$ cat src/rtl/multi_adder_pkg.sv
// multi_adder_pkg
// Shared definitions for the multi-operand adder / touchscreen front end:
//   - FSM state encoding (IDLE, ACCUM, DONE)
//   - ASCII display-name constants for the result, carry and operand slots
//   - op_name():       builds "OP_nn" with a two-digit decimal operand index
//   - slot_in_range(): true when a slot number falls inside [base, base+count)
package multi_adder_pkg;

  typedef logic [1:0] state_t;

  localparam state_t ST_IDLE  = 2'd0;
  localparam state_t ST_ACCUM = 2'd1;
  localparam state_t ST_DONE  = 2'd2;

  localparam logic [39:0] NAME_RESUL = "RESUL";
  localparam logic [39:0] NAME_CARRY = "CARRY";
  localparam logic [23:0] NAME_OP    = "OP_";

  // Operand indices never exceed 15, so two decimal digits always suffice.
  function automatic logic [39:0] op_name(input int index);
    logic [7:0] tens;
    logic [7:0] ones;
    tens = 8'h30 + 8'(index / 10);
    ones = 8'h30 + 8'(index % 10);
    return {NAME_OP, tens, ones};
  endfunction

  function automatic logic slot_in_range(input int slot, input int base, input int count);
    return (slot >= base) && (slot < base + count);
  endfunction

endpackage

$ cat src/rtl/multi_adder_slot_mux.sv
// multi_adder_slot_mux
// Decodes the slot number requested by lcd_module and registers the slot's
// valid flag, 5-character name and zero-extended value (one cycle latency).
// Ports:
//   clk, reset       system clock, synchronous active-high reset
//   display_number   slot currently being drawn
//   ops              all operand registers
//   result           committed sum
//   carry_cnt        committed carry count
//   display_valid    slot populated
//   display_name     ASCII slot name (5 chars)
//   display_value    slot value, zero-extended to 32 bits
module multi_adder_slot_mux
  import multi_adder_pkg::*;
#(
  parameter int WIDTH     = 32,
  parameter int NUM_OPS   = 4,
  parameter int SLOT_BASE = 4,
  parameter int CW        = 3
) (
  input  logic                            clk,
  input  logic                            reset,
  input  logic [5:0]                      display_number,
  input  logic [NUM_OPS-1:0][WIDTH-1:0]   ops,
  input  logic [WIDTH-1:0]                result,
  input  logic [CW-1:0]                   carry_cnt,
  output logic                            display_valid,
  output logic [39:0]                     display_name,
  output logic [31:0]                     display_value
);

  int          slot;
  logic        next_valid;
  logic [39:0] next_name;
  logic [31:0] next_value;

  always_comb begin
    slot       = int'(display_number);
    next_valid = 1'b0;
    next_name  = '0;
    next_value = '0;
    if (slot_in_range(slot, SLOT_BASE, NUM_OPS)) begin
      for (int i = 0; i < NUM_OPS; i++) begin
        if (slot == SLOT_BASE + i) begin
          next_valid = 1'b1;
          next_name  = op_name(i);
          next_value = 32'(ops[i]);
        end
      end
    end else if (slot == SLOT_BASE + NUM_OPS) begin
      next_valid = 1'b1;
      next_name  = NAME_RESUL;
      next_value = 32'(result);
    end else if (slot == SLOT_BASE + NUM_OPS + 1) begin
      next_valid = 1'b1;
      next_name  = NAME_CARRY;
      next_value = 32'(carry_cnt);
    end
  end

  always_ff @(posedge clk) begin
    if (reset) begin
      display_valid <= 1'b0;
      display_name  <= '0;
      display_value <= '0;
    end else begin
      display_valid <= next_valid;
      display_name  <= next_name;
      display_value <= next_value;
    end
  end

endmodule

$ cat src/rtl/multi_adder_display.sv
// multi_adder_display
// Holds NUM_OPS operands written from the touchscreen, sums them plus a
// carry-in serially (one operand per cycle), counts carry-outs and exposes
// everything on the lcd_module display-slot interface.
// Ports:
//   clk, reset       system clock, synchronous active-high reset
//   input_sel        operand index for a touchscreen write
//   sw_cin           carry-in switch
//   input_valid      one-cycle write strobe
//   input_value      touchscreen value (low WIDTH bits used)
//   display_number   slot being drawn
//   display_valid/name/value  registered slot contents
//   result, carry_cnt committed sum and carry count
//   led_cout         carry count non-zero
//   result_valid     result matches current operands and carry-in
//   busy             accumulation in progress
module multi_adder_display
  import multi_adder_pkg::*;
#(
  parameter int WIDTH     = 32,
  parameter int NUM_OPS   = 4,
  parameter int SLOT_BASE = 4
) (
  input  logic                       clk,
  input  logic                       reset,
  input  logic [3:0]                 input_sel,
  input  logic                       sw_cin,
  input  logic                       input_valid,
  input  logic [31:0]                input_value,
  input  logic [5:0]                 display_number,
  output logic                       display_valid,
  output logic [39:0]                display_name,
  output logic [31:0]                display_value,
  output logic [WIDTH-1:0]           result,
  output logic [$clog2(NUM_OPS):0]   carry_cnt,
  output logic                       led_cout,
  output logic                       result_valid,
  output logic                       busy
);

  localparam int CW = $clog2(NUM_OPS) + 1;
  localparam int IW = $clog2(NUM_OPS);

  logic [NUM_OPS-1:0][WIDTH-1:0] ops;
  logic                          cin_q;
  state_t                        state;
  logic [IW-1:0]                 idx;
  logic [WIDTH-1:0]              acc;
  logic [CW-1:0]                 cacc;
  logic                          write_ok;
  logic                          trigger;
  logic [WIDTH:0]                step_sum;
  logic [CW-1:0]                 step_cacc;

  assign write_ok  = input_valid && (int'(input_sel) < NUM_OPS);
  assign trigger   = write_ok || (sw_cin != cin_q);
  assign step_sum  = {1'b0, acc} + {1'b0, ops[idx]};
  assign step_cacc = cacc + CW'(step_sum[WIDTH]);
  assign led_cout  = (carry_cnt != '0);

  // Upper touchscreen bits are intentionally ignored for narrow instances.
  if (WIDTH < 32) begin : g_narrow
    logic unused_value_bits;
    assign unused_value_bits = ^input_value[31:WIDTH];
  end

  // Operand registers; writes to indices beyond NUM_OPS are dropped.
  always_ff @(posedge clk) begin
    if (reset) begin
      ops <= '0;
    end else begin
      for (int i = 0; i < NUM_OPS; i++) begin
        if (write_ok && (input_sel == 4'(i))) begin
          ops[i] <= input_value[WIDTH-1:0];
        end
      end
    end
  end

  always_ff @(posedge clk) begin
    if (reset) begin
      cin_q <= 1'b0;
    end else begin
      cin_q <= sw_cin;
    end
  end

  // Serial accumulator. A trigger always wins over an accumulation step so
  // any change mid-run restarts from operand 0 with the fresh carry-in. The
  // final step commits in the same edge it computes the last partial sum.
  always_ff @(posedge clk) begin
    if (reset) begin
      state        <= ST_IDLE;
      idx          <= '0;
      acc          <= '0;
      cacc         <= '0;
      result       <= '0;
      carry_cnt    <= '0;
      result_valid <= 1'b1;
      busy         <= 1'b0;
    end else if (trigger) begin
      state        <= ST_ACCUM;
      idx          <= '0;
      acc          <= WIDTH'(sw_cin);
      cacc         <= '0;
      result_valid <= 1'b0;
      busy         <= 1'b1;
    end else if (state == ST_ACCUM) begin
      acc  <= step_sum[WIDTH-1:0];
      cacc <= step_cacc;
      idx  <= idx + 1'b1;
      if (idx == IW'(NUM_OPS - 1)) begin
        state        <= ST_DONE;
        result       <= step_sum[WIDTH-1:0];
        carry_cnt    <= step_cacc;
        result_valid <= 1'b1;
        busy         <= 1'b0;
      end
    end
  end

  multi_adder_slot_mux #(
    .WIDTH     (WIDTH),
    .NUM_OPS   (NUM_OPS),
    .SLOT_BASE (SLOT_BASE),
    .CW        (CW)
  ) u_slot_mux (
    .clk            (clk),
    .reset          (reset),
    .display_number (display_number),
    .ops            (ops),
    .result         (result),
    .carry_cnt      (carry_cnt),
    .display_valid  (display_valid),
    .display_name   (display_name),
    .display_value  (display_value)
  );

endmodule
$ cat config.mk
export PLATFORM = sky130hd
export DESIGN_NAME = multi_adder_display
export DESIGN_NICKNAME = d
export VERILOG_FILES = /design/src/rtl/multi_adder_pkg.sv /design/src/rtl/multi_adder_slot_mux.sv /design/src/rtl/multi_adder_display.sv
export SDC_FILE = /design/constraint.sdc
export NUM_CORES = 1
export LEC_CHECK = 0
export ABC_CLOCK_PERIOD_IN_PS = 4790
export CAP_MARGIN = 20
export CORE_MARGIN = 2
export CORE_UTILIZATION = 50
export CTS_CLUSTER_DIAMETER = 50
export CTS_CLUSTER_SIZE = 14
export DETAILED_ROUTE_END_ITERATION = 6
export PLACE_DENSITY = 0.73
export SLEW_MARGIN = 20
export SYNTH_ARGS = -nofsm -noshare
export SYNTH_HDL_FRONTEND = slang
export SYNTH_SLANG_ARGS = --single-unit
$ cat constraint.sdc
create_clock -name clk -period 4.79 [get_ports clk]
set_input_delay 0.479 -clock clk [delete_from_list [all_inputs] [get_ports clk]]
set_output_delay 0.479 -clock clk [all_outputs]
set_load 0.05 [all_outputs]
==> results.md <==
* Synth area leaders: dfxtp_1 41%, nand2_1 13%, a21oi_1 9.2%
* Yosys reg bits at 245
* Clock tree buffer depth at 3
* Primary FF master, synth: dfxtp_1
* Dpl hpwl at 25.3 mm
* Share of the yosys chip area belonging to registers at 40.6%
* Fillers at 2104
* Mux contribution to synthesized area at 9.35%
* Die X at 159 um
* Final total power at 4.47 mW
* Crit path launch type: flip-flop
* Simple-Gate Fraction of Synth Area at 20.2%
* Max Fclk at 239 MHz
* Max-slew violation count at 0
* Nets at 1643
* Synth async-reset ratio at 0%
* Worst setup startpoint: idx[0]
* Synth top cells by count: 417 x nand2_1, 245 x dfxtp_1, 221 x a21oi_1, 97 x clkbuf_1, 67 x nor2_1
* Setup Buffers After CTS at 0
* Root buf cell: clkbuf_16
* Latest clock arrival within the worst-skew pair at 550 ps
* P_leak at 5.14 nW
* DR pass1 iterations at 5
* Area grow syn2layout at 19.4%
* Routability congestion estimate at 0.963
* CP required at 5230 ps
* # clock sinks at 245
* Main combinational cell family by area after synthesis: simple AND/OR/NAND/NOR gates
* Synth Area per Inst at 8.12 um^2
* Synthesis Warnings at 0
* Layout Utilization at 61.0%
* Clock slew at reported path FFs at 70 ps
* Unrepaired setup endpoints after global routing: no
* Post-synthesis compound-gate area fraction at 18.5%
* CP max FO at 17
* Yosys top cell area share at 40.6%
* Initial antenna violation count at 0
* Fin crit period at 4180 ps
* CTS resizes at 0
* Peak supply drop at 229 uV
* Share of cells above drive strength 1 at 9.38%
* Reg-to-Reg End: carry_cnt[2]
* Yosys top cell by area: dfxtp_1
* CTS Buf Count at 27
* Crit end category: flip-flop
* Count leader, synth: nand2_1
* Vias per std cell at 5.96
* Detailed-route via count at 11291
* Core ar. at 23600 um^2
* Final setup TNS at 0 ps
* Worst slew margin at 28.3%
* Die Ht at 159 um
* Final hold vios at 0
* Die ar. at 25400 um^2
* CP max-delay cell: dfxtp_2
* CP Capture Point: carry_cnt[2]
* Number of global-route vias before repair at 10477
* Starting Density at 51.1%
* Tot GR Track Use at 28.6%
* Status: complete, no violations
* Crit-path max cell delay at 750 ps
* Post-Synth Adder-Cell Area at 3.79%
* Hold/Removal Path Class: input pin to flip-flop
* Power per cell area at 310 nW/um^2
* Hold_buf cts at 0
* H-tree depth at 1
* Arrival time worst endpoint at 4630 ps
* Cells after Synth at 1487
* R2R Setup Slk at 610 ps
* Residual DRC at 0
* # setup viols final at 0
* Reg2reg start: idx[0]
* Number of buffers added on ports at 145
* R2r worst-path depth at 14
* Ports at 157
* Skew final at 20.7 ps
* First-pass GRT wire length at 58.8 mm
* Total congestion overflow at 0
* Crit share post-route at 87.3%
* Synthesized cell area at 12100 um^2
* Post-synthesis xor/xnor area fraction at 1.81%
* Largest net degree at the start of global routing at 87
* Ant diodes at 0
* Yosys cell types at 61
* CP cell instances: buf_4 > mux4_2 > ha_1 > a21oi_1 > o211ai_1 > a21boi_0 > o21ai_0 > a211o_1 > a31oi_2 > o21ai_0 > ha_1 > ha_1 > xnor2_1 > a211oi_1
* Least-Margin Pin Slew at 1070 ps
* Initial DRC Count at 970
* EDFF count, synth at 0
* Number of routed nets with antenna violations at 0
* Critical path class: flip-flop to flip-flop
* TritonCTS clock tree: yes
* WL final at 37.7 mm
* Hold_sp: reset
* DR WL/cell at 19.9 um
* MaxCap Viol Count at 0
* Most used cell, CP: ha_1
* Rows at 56
## area by class of cell
class | instances | area [um^2] | share of cell area (%)
clock inverters | 13 | 163 | 1.13
inverters | 12 | 45.0 | 0.313
well taps | 319 | 399 | 2.77
clock buffers | 32 | 704 | 4.89
multi-input cells | 1104 | 6550 | 45.5
repair buffers | 171 | 1640 | 11.4
flip-flops and latches | 245 | 4910 | 34.1
## logic make-up (layout without fill, tap and decap cells)
group | count (synthesis) | after routing
adder cells (fa/ha/maj) | 36 | 36
XOR/XNOR | 25 | 25
flip-flops | 245 | 245
AO/OA/AOI/OAI | 378 | 378
AND/OR/NAND/NOR | 586 | 586
other | 1 | 11
multiplexers | 68 | 68
buffers and inverters | 148 | 228
## routing by layer
layer,part of all wire [%],up-vias,wire [um],global-route usage [%]
met1,45,5432,17100,42.5
met3,9.6,48,3640,5.08
met5,0,-,0,0
li1,-,5296,-,-
met4,2.1,0,803,7.15
met2,43,515,16200,43.0
## worst max-delay path: cells and delay by family (launching register included)
family | cells | cell delay (ps)
AOI/OAI and AO/OA | 8 | 1660
xor gates and xnor gates | 1 | 120
adders and majority gates | 3 | 760
buffers and inverters | 1 | 260
DFF | 1 | 750
muxes | 1 | 500
## per-stage QoR
stage	instance area [um^2]	setup slack, ps	hold slack (ps)	cells
2_1_floorplan	12100	714	436	1497
3_3_place_gp	13500	700	443	1851
3_5_place_dp	13500	604	451	1851
4_1_cts	14400	591	358	1896
5_1_grt	14400	267	400	1896
6_report	14400	610	368	1896
## where the power goes
part / leakage [nW] / total [mW] / switching [mW] / internal [mW]
clock: 0.418 / 2.06 / 0.888 / 1.17
combinational: 2.74 / 0.323 / 0.217 / 0.106
sequential: 1.98 / 2.08 / 0.0212 / 2.06
total: 5.14 / 4.47 / 1.13 / 3.34
## cell usage in the layout, fill, tap and decap left out, types with 4 or more instances in the layout
master,netlist,layout
nand2_1,417,416
dfxtp_1,245,244
a21oi_1,221,221
clkdlybuf4s50_1,0,143
nor2_1,67,65
o21ai_0,53,53
ha_1,35,35
mux4_2,33,33
o221ai_1,30,30
mux2_2,28,28
nand3_1,28,27
clkbuf_16,0,27
buf_4,32,27
xnor2_1,16,16
nand4_1,12,12
inv_1,12,12
conb_1,1,11
a21o_1,10,10
xor2_1,9,9
a31oi_1,8,8
or3_1,7,7
mux2i_1,7,7
o21a_1,6,6
nor4_1,6,6
o211ai_1,6,6
or4_1,6,6
and2_1,8,6
nor3_1,7,6
nor2b_1,7,6
and3_1,6,5
a21boi_0,5,5
nand3b_1,5,5
a211oi_1,5,5
clkbuf_1,97,4
inv_6,0,4
## sequential cells by signal, summed over array words and instances (netlist names)
signal                    flops
ops                         128
acc                          32
result                       32
u_slot_mux.display_value     32
u_slot_mux.display_name       9
cacc                          3
carry_cnt                     3
idx                           2
state                         2
cin_q                         1
result_valid                  1
## how the worst min path moves through the flow
stage               slack, ps  endpoint  cells after the start
finish                    370    acc[0]                      2
CTS                       360    acc[0]                      2
detailed placement        450   acc[18]                      2
global placement          440   acc[24]                      2
global route              400    ops[3]                      2
floorplan                 440   acc[12]                      2
Note: power is estimated with default switching activity, not from simulation.
